**config.mk**
```make
export PLATFORM = sky130hd
export DESIGN_NAME = seg7_reader
export DESIGN_NICKNAME = d
export VERILOG_FILES = /design/src/rtl/seg7_reader.sv
export SDC_FILE = /design/constraint.sdc
export NUM_CORES = 1
export LEC_CHECK = 0
export BUFFER_PORTS_ARGS = -buffer_cell sky130_fd_sc_hd__buf_2
export CORE_AREA = 2 2 78 80
export DETAILED_ROUTE_END_ITERATION = 8
export DIE_AREA = 0 0 80 82
export PLACE_DENSITY_LB_ADDON = 0.05
export SYNTH_ARGS = -nofsm -noshare
export SYNTH_HDL_FRONTEND = slang
export SYNTH_SLANG_ARGS = --single-unit
```
**constraint.sdc**
```tcl
create_clock -name clock -period 2 [get_ports clock]
set_input_delay 0.2 -clock clock [delete_from_list [all_inputs] [get_ports clock]]
set_output_delay 0.2 -clock clock [all_outputs]
set_load 0.05 [all_outputs]
```
**src/rtl/seg7_reader.sv**
```systemverilog
// Seven-segment pattern reader: debounces an active-low segment bus, decodes the
// stable pattern to a hex digit and hands it off over valid/ready with a short history.
module seg7_reader #(
  parameter int STABLE_CYCLES = 4,
  parameter int COUNT_W       = 8
) (
  input  logic               clock,
  input  logic               reset,
  input  logic [6:0]         seg,
  input  logic               seg_valid,
  input  logic               out_ready,
  output logic               out_valid,
  output logic [3:0]         digit,
  output logic               err,
  output logic [15:0]        history,
  output logic [COUNT_W-1:0] digit_count
);

  typedef enum logic {IDLE, EMIT} state_t;

  localparam logic [3:0] STABLE = 4'(STABLE_CYCLES);

  state_t     state;
  logic [6:0] cand;
  logic [3:0] stab_cnt;
  logic       last_ok;
  logic [6:0] last_seg;

  logic       restart;
  logic [3:0] cnt_nxt;
  logic       accept;
  logic [4:0] dec;

  // Returns {err, digit}; illegal patterns decode to err with digit 0.
  function automatic logic [4:0] decode(input logic [6:0] s);
    case (s)
      7'h40:   decode = 5'h00;
      7'h79:   decode = 5'h01;
      7'h24:   decode = 5'h02;
      7'h30:   decode = 5'h03;
      7'h19:   decode = 5'h04;
      7'h12:   decode = 5'h05;
      7'h02:   decode = 5'h06;
      7'h78:   decode = 5'h07;
      7'h00:   decode = 5'h08;
      7'h18:   decode = 5'h09;
      7'h08:   decode = 5'h0A;
      7'h03:   decode = 5'h0B;
      7'h46:   decode = 5'h0C;
      7'h21:   decode = 5'h0D;
      7'h06:   decode = 5'h0E;
      7'h0E:   decode = 5'h0F;
      default: decode = 5'h10;
    endcase
  endfunction

  always_comb begin
    // NOTE: every always_comb output gets a default first so no path can infer a latch.
    restart = 1'b0;
    cnt_nxt = stab_cnt;
    accept  = 1'b0;
    dec     = decode(seg);

    restart = (seg != cand) || (stab_cnt == 4'd0);
    if (restart)
      cnt_nxt = 4'd1;
    else if (stab_cnt < STABLE)
      cnt_nxt = stab_cnt + 4'd1;

    // Fire only on the cycle the count arrives at STABLE, never while it sits saturated.
    accept = seg_valid && (cnt_nxt == STABLE) && (restart || (stab_cnt < STABLE)) &&
             (!last_ok || (seg != last_seg));
  end

  always_ff @(posedge clock) begin
    // NOTE: sequential state uses non-blocking assignments so every register sees pre-edge values.
    if (reset) begin
      state       <= IDLE;
      out_valid   <= 1'b0;
      digit       <= 4'd0;
      err         <= 1'b0;
      // NOTE: the history shift register is reset explicitly; it is visible on a port.
      history     <= 16'd0;
      digit_count <= '0;
      cand        <= 7'd0;
      stab_cnt    <= 4'd0;
      last_ok     <= 1'b0;
      last_seg    <= 7'd0;
    end else begin
      case (state)
        IDLE: begin
          if (!seg_valid) begin
            stab_cnt <= 4'd0;
            last_ok  <= 1'b0;
          end else begin
            cand     <= seg;
            stab_cnt <= cnt_nxt;
            if (accept) begin
              err       <= dec[4];
              digit     <= dec[3:0];
              out_valid <= 1'b1;
              state     <= EMIT;
              last_ok   <= 1'b1;
              last_seg  <= seg;
            end
          end
        end
        EMIT: begin
          if (!seg_valid)
            last_ok <= 1'b0;
          if (out_ready) begin
            out_valid <= 1'b0;
            stab_cnt  <= 4'd0;
            state     <= IDLE;
            if (!err) begin
              history     <= {history[11:0], digit};
              digit_count <= digit_count + COUNT_W'(1);
            end
          end
        end
        default: state <= IDLE;
      endcase
    end
  end

endmodule

```
# Word-level counts from Yosys, hierarchy flattened

Index checks and enable logic that the tools add are counted.

Bits in registers: 50
Bits of input ports: 11
Output and inout bits: 30
Logic and storage cells: 69

$add $sub $neg: 2
Order comparisons: 1
Equality and inequality tests: 23
Muxes and demuxes: 17
Bitwise gates (word level): 2
Reductions and logical operators: 14

Operators with widths:

| operator                                                              | count |
|---|---|
| 5-bit one-hot mux with 16 select lines                                | 1 |
| 7-bit == test (second input constant)                                 | 4 |
| 7-bit by 5-bit == test with 1-bit output (second input constant)      | 3 |
| 7-bit by 6-bit == test with 1-bit output (second input constant)      | 3 |
| 4-bit two-way mux                                                     | 4 |
| 7-bit by 2-bit == test with 1-bit output (second input constant)      | 2 |
| 7-bit by 4-bit == test with 1-bit output (second input constant)      | 2 |
| 7-bit inequality test                                                 | 2 |
| 3-bit AND reduction                                                   | 3 |
| 8-bit by 1-bit adder with 8-bit output (second input constant)        | 1 |
| 1-bit two-way mux                                                     | 8 |
| 2-bit inequality test (second input constant)                         | 4 |
| 4-bit one-hot mux with 2 select lines                                 | 1 |
| 7-bit by 3-bit == test with 1-bit output (second input constant)      | 1 |
| 7-bit logical NOT                                                     | 1 |
| 1-bit one-hot mux with 2 select lines                                 | 3 |
| 4-bit by 1-bit adder with 4-bit output (second input constant)        | 1 |
| 4-bit by 3-bit == test with 1-bit output (second input constant)      | 1 |
| 4-bit logical NOT                                                     | 1 |
| 4-bit by 3-bit < comparator with 1-bit output (second input constant) | 1 |
| 2-bit AND reduction                                                   | 2 |
| 1-bit logical AND                                                     | 3 |
| 1-bit logical OR                                                      | 3 |
| 3-bit inequality test (second input constant)                         | 1 |
| 2 further kinds                                                       | 3 |

# Longest topological paths before layout

Gate-level depths: netlist of the first run.

Depth in word-level cells: 10
Gate-level depth with buffers: 8
Mapped depth without buffers: 7

# Worst setup path before layout of the first run

Ideal clock, no wire load.

Kind: reg-to-reg
Start: register stab_cnt[0]
End: register digit[2]
Arrival time: 1.572 ns
Slack: 0.295 ns
Cell stages (with the launch flop): 8
Period minus slack after synthesis: 1.705 ns
Cell sequence: dfxtp_1 -> inv_1 -> ha_1 -> or3b_1 -> nor2_1 -> o21ai_1 -> nor4b_1 -> nor3_1

Longest elaborated chain between the ends: 8
Elaborated cells between the ends (all ways): 12
Those cells by class: add/sub: 1; order compare: 1; eq/ne: 1; mux: 2; reduce/logical: 7

RTL lines:

| element                                                              | RTL line | RTL |
|---|---|---|
| start, declared                                                      | 25       | `logic [3:0] stab_cnt;` |
| start signal, assigned                                               | 97       | `stab_cnt <= cnt_nxt;` |
| 4-bit by 1-bit adder with 4-bit output, or another cell as far along | 68       | `cnt_nxt = stab_cnt + 4'd1;` |
| 4-bit two-way mux or 1-bit logical OR (tied branches)                | 67, 64   |  |
| 4-bit two-way mux                                                    | 65       | `if (restart)` |
| 4-bit by 3-bit == test with 1-bit output                             | 71       | `accept = seg_valid && (cnt_nxt == STABLE) && (restart \|\| (stab_cnt < STABLE)) &&` |
| 1-bit logical AND                                                    | 71       |  |
| 1-bit logical AND (*) (2 in a row)                                   | 71       |  |
| 3-bit AND reduction (no line) (*)                                    | --       |  |
| end signal, assigned                                                 | 100      | `digit <= dec[3:0];` |
| end, declared                                                        | 13       | `output logic [3:0] digit,` |

Mark *: on every way between the ends. The rest lies on a longest branch, timed or not.
A chain may end at the register's enable or synchronous reset.

# Final worst setup path of the first run

Start: register stab_cnt[0]
End: register last_seg[6]

Longest elaborated chain between the ends: 8
Elaborated cells between the ends (all ways): 12
Those cells by class: add/sub: 1; order compare: 1; eq/ne: 1; mux: 2; reduce/logical: 7

RTL lines:

| element                                                              | RTL line | RTL |
|---|---|---|
| 4-bit by 1-bit adder with 4-bit output, or another cell as far along | 68       |  |
| 4-bit two-way mux or 1-bit logical OR (tied branches)                | 67, 64   |  |
| 4-bit two-way mux                                                    | 65       |  |
| 4-bit by 3-bit == test with 1-bit output                             | 71       |  |
| 1-bit logical AND                                                    | 71       |  |
| 1-bit logical AND (*) (2 in a row)                                   | 71       |  |
| 3-bit AND reduction (no line) (*)                                    | --       |  |
| end signal, assigned                                                 | 104      | `last_seg <= seg;` |
| end, declared                                                        | 27       | `logic [6:0] last_seg;` |

Marked as above.

==> metrics.txt, run 1 <==
status=completed; largest area contributor in the netlist=dfxtp_1; crit path cell chain=inv_1, ha_1, or3b_1, nor2_1, o21a_2, buf_4, nand3_1, a21oi_1; Main synth FF type=dfxtp_1; largest family of logic cells by synthesized area=simple AND/OR/NAND/NOR gates; detailed placement HPWL=3880 um; Synth Area in Compound Gates=16.2%; mux cell area share after synthesis=0.456%; Pleak=0.00110 uW; post-DR vias/cell=5.24; Area Overhead vs Synth=14.9%; global-route wire length before repair=9160 um; Hold Vio Cnt, Final=0; final setup violating endpoints=0; Syn Inst Count=308; ANT nets after route=0; Final period util=94.0%; num rows=28; FF+latch count, synth=50; Die ar.=about 6600 um^2; Cell variety after synth=45; maximum vdd drop=about 0.00034 V; maximum root-to-sink buffer count=2; Post-Synth Simple-Gate Area=26.0%; most frequent cell after synthesis=nand2_1; fillers=582; crit-path max cell delay=~370 ps; Synth Cell Area=2470 um^2; final WL=5570 um; via count of the first global-routing pass=1833; worst hold path class=in -> reg; Synth Area in XOR/XNOR=9.07%; 1st-pass router iterations=4; final worst slack=120 ps; asr flop ratio synth=0%; setup tns final=0 ps; Reg area=1000 um^2; total number of vias=2180; GPL Wtd Cong=about 0.8; Pwr Density=approximately 680 nW/um^2; Worst Path Arrival=2110 ps; crit end category=flop; Post-synth top cells=nand2_1, dfxtp_1, a21oi_1; multi-input combinational cell area=between 1000 and 1500 um^2; IO Count=between 40 and 50; worst-case clock skew=between 10 and 15 ps; Slew headroom=67.9%; Seq/Total Area, Yosys=40.5%; Post-synth EDFFs=0; clk sinks=50; achievable frequency=532 MHz; Port Buf Inserts=40; Worst-path clk slew=100 ps; dpl ws=96.1 ps; CTS Buf Count=5; Post-Synth Adder-Cell Area=under 10%; Wirelength per Cell=13.4 um; CTS tree=built; initial core utilization=43.0%; CP max-delay cell=or3b_1; startpoint types=flop; Skew-Pair Late Insertion Delay=300 ps; number of remaining DRC errors=0; max_cap viols=0; largest net degree at the start of global routing=37; Synth Warn #=0; Slew @ Worst Pin=476 ps; Final Core Density=49.4%; Root Buffer=clkbuf_8; htree depth=2; # diodes=0; share of layout cells above drive strength 1=approximately a fifth; area fraction of the dominant cell type after synthesis=between 40% and 50%; Starting DRT DRC Count=187; grt ovf=0; Layout Nets=between 300 and 400; Die X=80 um; Tot GR Track Use=17.7%; Syn Area/Cell=8.02 um^2; Hold Buf Count CTS=0; initial antenna violation count=0; Crit path required time=2230 ps; critical-path maximum fanout=9; core area=between 5000 and 6000 um^2; Tmin final=1880 ps; smallest hold slack=approximately 160 ps; Die Ht=82 um; Critical Setup Path Class=reg -> reg; synth top area cells=dfxtp_1, nand2_1, a21oi_1; syn nets=between 300 and 400; Final Max Slew Viols=0
[layout by cell type, fill, tap and decap left out, types with 8 or more instances in the layout]
cell type,Yosys,layout
nor3_1,8,8
buf_2,10,40
a21oi_1,40,40
nor2_1,17,17
o21ai_0,10,10
xnor2_1,13,13
buf_4,5,10
dfxtp_1,50,50
nand2_1,57,57
nand3_1,14,14
[repair_timing]
| action | CTS | global route |
|---|---|---|
| resized for setup | 0 | 3 |
| endpoints found under the setup margin | 0 | 8 |
| buffers inserted | 0 | 1 |
[layer usage]
layer / share of wire, % / GRT usage (%) / routed length, um
met5: 0 / 0 / 0
met2: 45 / 26.3 / 2530
met4: 0.75 / 4.41 / 42
met1: 50 / 26.0 / 2780
met3: 4.0 / 3.96 / 222
[final cells by class]
type                            count  share of cell area (%)
Clock buffer                        6                    2.91
Tap cell                           75                    3.31
Clock inverter                      2                    1.37
Inverter                            6                   0.793
Timing Repair Buffer               50                    9.70
Multi-Input combinational cell    227                    46.7
Sequential cell                    50                    35.3
[power breakdown]
group          switching, uW  total (uW)  internal, uW  leakage [uW]
Sequential              6.44        1010          1000      0.000404
Combinational           98.6         157          58.2      0.000637
Clock                    348         760           412     0.0000618
Total                    453        1930          1470       0.00110
[cell families (layout without fill, tap and decap cells)]
kind of cell / Yosys count / in the layout
simple gates: 132 / 132
buf+inv: 31 / 64
xor+xnor: 23 / 23
flops: 50 / 50
mux: 1 / 1
fa+ha+maj: 3 / 3
compound gates: 68 / 68
[state kept, by name, summed over array words and instances (netlist names), 4 cells and up]
| name | flops |
|---|---|
| history | 16 |
| stab_cnt | 4 |
| cand | 7 |
| last_seg | 7 |
| digit_count | 8 |
| digit | 4 |
[final timing paths]
| path | from | end | slack, ps | depth (start not counted) |
|---|---|---|---|---|
| max | stab_cnt[0]$_SDFFE_PP0P_ | last_seg[6]$_SDFFE_PP0P_ | 120 | 8 |
| min | seg_valid | last_ok$_SDFFE_PP0P_ | 160 | 3 |
| max reg2reg | stab_cnt[0]$_SDFFE_PP0P_ | last_seg[6]$_SDFFE_PP0P_ | 120 | 8 |
| min reg2reg | history[14]$_SDFFE_PP0P_ | history[14]$_SDFFE_PP0P_ | 460 | 2 |
[worst max-delay path: cells and delay by family (launching register included)]
kind	cells	cell delay, ps
AOI/OAI and AO/OA	2	380
and+or+nand+nor	3	620
DFF	1	360
adders and majority gates	1	200
buffers and inverters	2	240
[per-stage QoR]
stage	cell area, um^2	cells	power, uW
2_1_floorplan	2470	308	1150
3_3_place_gp	2700	407	1190
3_5_place_dp	2700	407	1190
4_1_cts	2820	415	1950
5_1_grt	2840	416	2010
6_report	2840	416	1930
Note: power is estimated with default switching activity, not from simulation.
==> run 2: changes to the inputs <==
--- a/config.mk
+++ b/config.mk
@@ -11,2 +11,3 @@
 export DIE_AREA = 0 0 80 82
+export GPL_TIMING_DRIVEN = 0
 export PLACE_DENSITY_LB_ADDON = 0.05
==> constraint.sdc (replaced) <==
create_clock -name clock -period 2 [get_ports clock]
set_input_delay 0.3 -clock clock [delete_from_list [all_inputs] [get_ports clock]]
set_output_delay 0.3 -clock clock [all_outputs]
set_load 0.05 [all_outputs]
==> metrics.txt, run 2 (synthesized netlist as in run 1, its figures left out) <==
worst-case clock skew=11.7 ps (was 12.1 ps); CP max-delay cell=or3b_1 (unchanged); Crit path required time=2240 ps (was 2230 ps); most frequent cells in the layout=nand2_1, dfxtp_1, buf_2, a21oi_1, nor2_1 (was nand2_1, dfxtp_1, a21oi_1, buf_2, nor2_1); biggest regs=history x16, digit_count x8 (unchanged); Pwr Density=704 nW/um^2 (was 679 nW/um^2); Hold Buf Count CTS=0 (unchanged); grt ovf=0 (unchanged); delay-heaviest family, CP=simple AND/OR/NAND/NOR gates (unchanged); total number of vias=2292 (was 2180); Skew-Pair Late Insertion Delay=300 ps (about the same); Layout Nets=367 (was 354); RSZ-0062 raised after global routing=true; fillers=572 (was 582); core area=5750 um^2 (unchanged); Slew headroom=60.9% (was 67.9%); Hold Vio Cnt, Final=0 (unchanged); maximum root-to-sink buffer count=2 (unchanged); Worst Path Arrival=2170 ps (was 2110 ps); status=completed (unchanged); Die X=80 um (unchanged); Final period util=96.4% (was 94.0%); htree depth=2 (unchanged); Tmin final=1930 ps (was 1880 ps); final WL=6360 um (was 5570 um); most common cell after layout, fill and taps aside=nand2_1 (unchanged); Critical path buffers and inverters=2 (unchanged); largest net degree at the start of global routing=16 (was 37); max_cap viols=0 (unchanged); Slew @ Worst Pin=587 ps (was 476 ps); num rows=28 (unchanged); Tot GR Track Use=19.7% (was 17.7%); Worst-path clk slew=100 ps (about the same); Area Overhead vs Synth=18.7% (was 14.9%); # diodes=0 (unchanged); Final Max Slew Viols=0 (unchanged); ANT nets after route=0 (unchanged); detailed placement HPWL=4490 um (was 3880 um); Die Ht=82 um (unchanged); CTS Buf Count=5 (unchanged); initial antenna violation count=0 (unchanged); Port Buf Inserts=35 (was 40); IO Count=41 (unchanged); clk sinks=50 (unchanged); setup tns final=0 ps (unchanged); multi-input combinational cell area=1340 um^2 (was 1330 um^2); Critical Setup Path Class=reg -> reg (unchanged); crit end category=flop (unchanged); via count of the first global-routing pass=2051 (was 1833); critical-path maximum fanout=10 (was 9); CTS tree=built (unchanged); maximum vdd drop=0.000551 V (was 0.000339 V); crit path cell chain=inv_1, ha_1, or3b_1, nor2_2, o21a_1, buf_6, nand3_1, a21oi_2 (was inv_1, ha_1, or3b_1, nor2_1, o21a_2, buf_4, nand3_1, a21oi_1); Die ar.=6560 um^2 (unchanged); Starting DRT DRC Count=206 (was 187); crit-path max cell delay=400 ps (was 370 ps); worst hold path class=in -> reg (unchanged); Largest Register=history (unchanged); final setup violating endpoints=0 (unchanged); Wirelength per Cell=14.8 um (was 13.4 um); 1st-pass router iterations=5 (was 4); startpoint types=flop (unchanged); global-route wire length before repair=10000 um (was 9160 um); GPL Wtd Cong=0.863 (was 0.787); max reg flops=16 (unchanged); achievable frequency=519 MHz (was 532 MHz); Root Buffer=clkbuf_8 (unchanged); Pleak=0.00114 uW (was 0.00110 uW); Final Core Density=51.0% (was 49.4%); number of remaining DRC errors=0 (unchanged); post-DR vias/cell=5.34 (was 5.24); initial core utilization=43.0% (unchanged); Reg area=1000 um^2 (about the same); share of layout cells above drive strength 1=20.9% (was 19.6%)
[run 2: where the power goes]
part / switching (uW) / internal (uW)
Combinational: 109 / 62.2
Clock: 350 / 534
Sequential: 6.68 / 1000
[run 2: final timing paths]
path	endpoint	cells past startpoint	slack, ps	startpoint
worst max-delay path	last_seg[4]$_SDFFE_PP0P_	8	70	stab_cnt[0]$_SDFFE_PP0P_
worst min-delay path	last_ok$_SDFFE_PP0P_	3	280	seg_valid
worst max register to register	last_seg[4]$_SDFFE_PP0P_	8	70	stab_cnt[0]$_SDFFE_PP0P_
worst min register to register	history[15]$_SDFFE_PP0P_	2	460	history[15]$_SDFFE_PP0P_
[run 2: final cells by class]
cell class | count | share of cell area [%]
multi-input combinational | 227 | 45.6
clock buffer | 6 | 2.82
buffer | 25 | 4.65
timing repair buffer | 38 | 6.74
clock inverter | 2 | 2.05
sequential | 50 | 34.2
tap | 75 | 3.20
inverter | 6 | 0.768
[run 2: timing repair]
item,in CTS,in global routing
setup endpoints to repair,2,10
hold endpoints to repair,0,0
resized for setup,3,4
pin swaps,0,6
buffers inserted,0,3
[run 2: worst min-delay path, delay by kind of cell]
kind                   cells  cell delay [ps]
buffers and inverters      1              120
and+or+nand+nor            1               60
AOI/OAI and AO/OA          1               50
[run 2: stage by stage]
step                instance area [um^2]  hold WS (ps)  cells  power [uW]  setup slack [ps]
global placement                    2740           438    418        1200              -115
floorplan                           2470           437    308        1150               295
CTS                                 2900           268    426        2080              27.2
global route                        2930           291    429        2120             -15.6
detailed placement                  2740           450    418        1200             -86.9
finish                              2930           278    429        2060              72.8
[run 2: per-layer routing]
metal | vias to the layer above | GRT usage [%] | part of all wire [%]
met5 | - | 0 | 0
met4 | 0 | 4.41 | 0.63
met3 | 5 | 3.41 | 3.6
met2 | 49 | 31.8 | 47
met1 | 1084 | 27.6 | 49
li1 | 1154 | - | -
==> run 3: changes to the inputs <==
- BUFFER_PORTS_ARGS: -buffer_cell sky130_fd_sc_hd__buf_2 -> -buffer_cell sky130_fd_sc_hd__buf_4
==> metrics.txt, run 3 (synthesized netlist as in run 1, its figures left out) <==
status=completed (unchanged); Die X=80 um (unchanged); initial antenna violation count=0 (unchanged); final setup violating endpoints=0 (unchanged); final worst slack=97.1 ps (was 72.8 ps); delay-heaviest family, CP=simple AND/OR/NAND/NOR gates (unchanged); crit path cell chain=inv_1, ha_1, or3b_1, nor2_2, o21a_1, buf_6, nand3_1, a21oi_1 (was inv_1, ha_1, or3b_1, nor2_2, o21a_1, buf_6, nand3_1, a21oi_2); Skew-Pair Late Insertion Delay=310 ps (was 300 ps); Hold Buf Count CTS=0 (unchanged); post-DR vias/cell=5.43 (was 5.34); worst-case clock skew=5.18 ps (was 11.7 ps); dpl ws=-85.2 ps (was -86.9 ps); Port Buf Inserts=35 (unchanged); 1st-pass router iterations=4 (was 5); Largest Register=history (unchanged); Crit path required time=2240 ps (about the same); critical-path maximum fanout=10 (unchanged); setup bufs post-CTS=0 (unchanged); Pleak=0.00111 uW (was 0.00114 uW); worst hold path class=in -> reg (unchanged); clk sinks=50 (unchanged); biggest regs=history x16, digit_count x8 (unchanged); crit end category=flop (unchanged); via count of the first global-routing pass=2083 (was 2051); Reg area=1000 um^2 (unchanged); maximum vdd drop=0.000497 V (was 0.000551 V); Worst Path Arrival=2140 ps (was 2170 ps); # diodes=0 (unchanged); Slew @ Worst Pin=534 ps (was 587 ps); GPL Wtd Cong=0.906 (was 0.863); crit-path max cell delay=390 ps (was 400 ps); Pwr Density=642 nW/um^2 (was 704 nW/um^2); Starting DRT DRC Count=200 (was 206); multi-input combinational cell area=1330 um^2 (was 1340 um^2); largest net degree at the start of global routing=16 (unchanged); htree depth=2 (unchanged); number of remaining DRC errors=0 (unchanged); max reg flops=16 (unchanged); cts repair resizes=3 (unchanged); Hold Vio Cnt, Final=0 (unchanged); Hold EP=last_ok$_SDFFE_PP0P_ (unchanged); num rows=28 (unchanged); most frequent cells in the layout=nand2_1, dfxtp_1, a21oi_1, buf_4, nor2_1 (was nand2_1, dfxtp_1, buf_2, a21oi_1, nor2_1); smallest hold slack=267 ps (was 278 ps); Die Ht=82 um (unchanged); FF-to-FF End=last_seg[4]$_SDFFE_PP0P_ (unchanged); Layout Nets=364 (was 367); FF-to-FF setup slack=100 ps (was 70 ps); CTS tree=built (unchanged); share of layout cells above drive strength 1=19.9% (was 20.9%); maximum root-to-sink buffer count=2 (unchanged); Critical R2R Launch=stab_cnt[1]$_SDFFE_PP0P_ (was stab_cnt[0]$_SDFFE_PP0P_); startpoint types=flop (unchanged); Critical Setup Path Class=reg -> reg (unchanged); Die ar.=6560 um^2 (unchanged); Worst-path clk slew=90 ps (was 100 ps); reg2reg path depth=8 (unchanged); fillers=588 (was 572); Critical path buffers and inverters=2 (unchanged); CTS Buf Count=5 (unchanged); max_cap viols=0 (unchanged); Area Overhead vs Synth=19.8% (was 18.7%); Root Buffer=clkbuf_8 (unchanged); IO Count=41 (unchanged); hold path start=seg_valid (unchanged); core area=5750 um^2 (unchanged); initial core utilization=43.0% (unchanged); Slew headroom=64.4% (was 60.9%); grt ovf=0 (unchanged); achievable frequency=526 MHz (was 519 MHz); detailed placement HPWL=4390 um (was 4490 um); total number of vias=2314 (was 2292); CP max-delay cell=or3b_1 (unchanged); final WL=6250 um (was 6360 um); Tmin final=1900 ps (was 1930 ps); Final Max Slew Viols=0 (unchanged); Worst Hold Depth=3 (unchanged); Wirelength per Cell=14.7 um (was 14.8 um); global-route wire length before repair=10400 um (was 10000 um); most common cell after layout, fill and taps aside=nand2_1 (unchanged); Tot GR Track Use=19.9% (was 19.7%); ANT nets after route=0 (unchanged); Final period util=95.1% (was 96.4%)
[run 3: changes by cell type in the layout (fill, tap and decap cells not counted), sizes merged]
cell and change:
clkbuf -1, buf -3, clkinv +2, bufinv -1
[run 3: worst max-delay path by stage]
stage                     cells past startpoint                       end                startpoint  slack (ps)
final                                         8  last_seg[4]$_SDFFE_PP0P_  stab_cnt[1]$_SDFFE_PP0P_         100
after global routing                          8  last_seg[4]$_SDFFE_PP0P_  stab_cnt[1]$_SDFFE_PP0P_         -20
after CTS                                     8  last_seg[4]$_SDFFE_PP0P_  stab_cnt[0]$_SDFFE_PP0P_          40
after detailed placement                      7     digit[2]$_SDFFE_PP0P_  stab_cnt[0]$_SDFFE_PP0P_         -90
after global placement                        7     digit[2]$_SDFFE_PP0P_  stab_cnt[0]$_SDFFE_PP0P_        -100
after floorplan                               7     digit[2]$_SDFFE_PP0P_  stab_cnt[0]$_SDFFE_PP0P_         300
[run 3: metrics by stage]
| step | power, uW | util, % | setup TNS [ps] | instances | cell area (um^2) |
|---|---|---|---|---|---|
| floorplan | 1150 | - | 0 | 308 | 2470 |
| detailed placement | 1200 | 49.2 | -96.7 | 418 | 2830 |
| global route | 1970 | 51.5 | -15.4 | 426 | 2960 |
| CTS | 1910 | 51.4 | 0 | 426 | 2950 |
| finish | 1900 | 51.5 | 0 | 426 | 2960 |
| global placement | 1200 | 49.2 | -115 | 418 | 2830 |
[run 3: worst register-to-register path: stages, from the launching register on]
cell	delay (ps)
dfxtp_1	370
inv_1	60
ha_1	180
or3b_1	390
nor2_2	160
o21a_1	230
buf_6	170
nand3_1	110
a21oi_1	170
[run 3: cell type report]
cell class	count	area share, %
Buffer	25	4.61
Clock buffer	5	2.33
Clock inverter	3	1.35
Inverter	6	0.761
Multi-Input combinational cell	227	45.0
Sequential cell	50	33.9
Tap cell	75	3.17
Timing Repair Buffer	35	8.88
[run 3: report_power, final]
group	internal, uW	switching (uW)
Sequential	1000	6.99
Clock	369	349
Combinational	64.6	107
Total	1440	463
[run 3: per-layer routing]
layer  vias to the layer above  share of wire [%]  global-route usage (%)
li1                       1151                  -                       -
met1                      1079                 46                    28.1
met2                        78                 47                    31.4
met3                         6                6.1                    4.73
met4                         0               0.54                    3.56
met5                         -                  0                       0
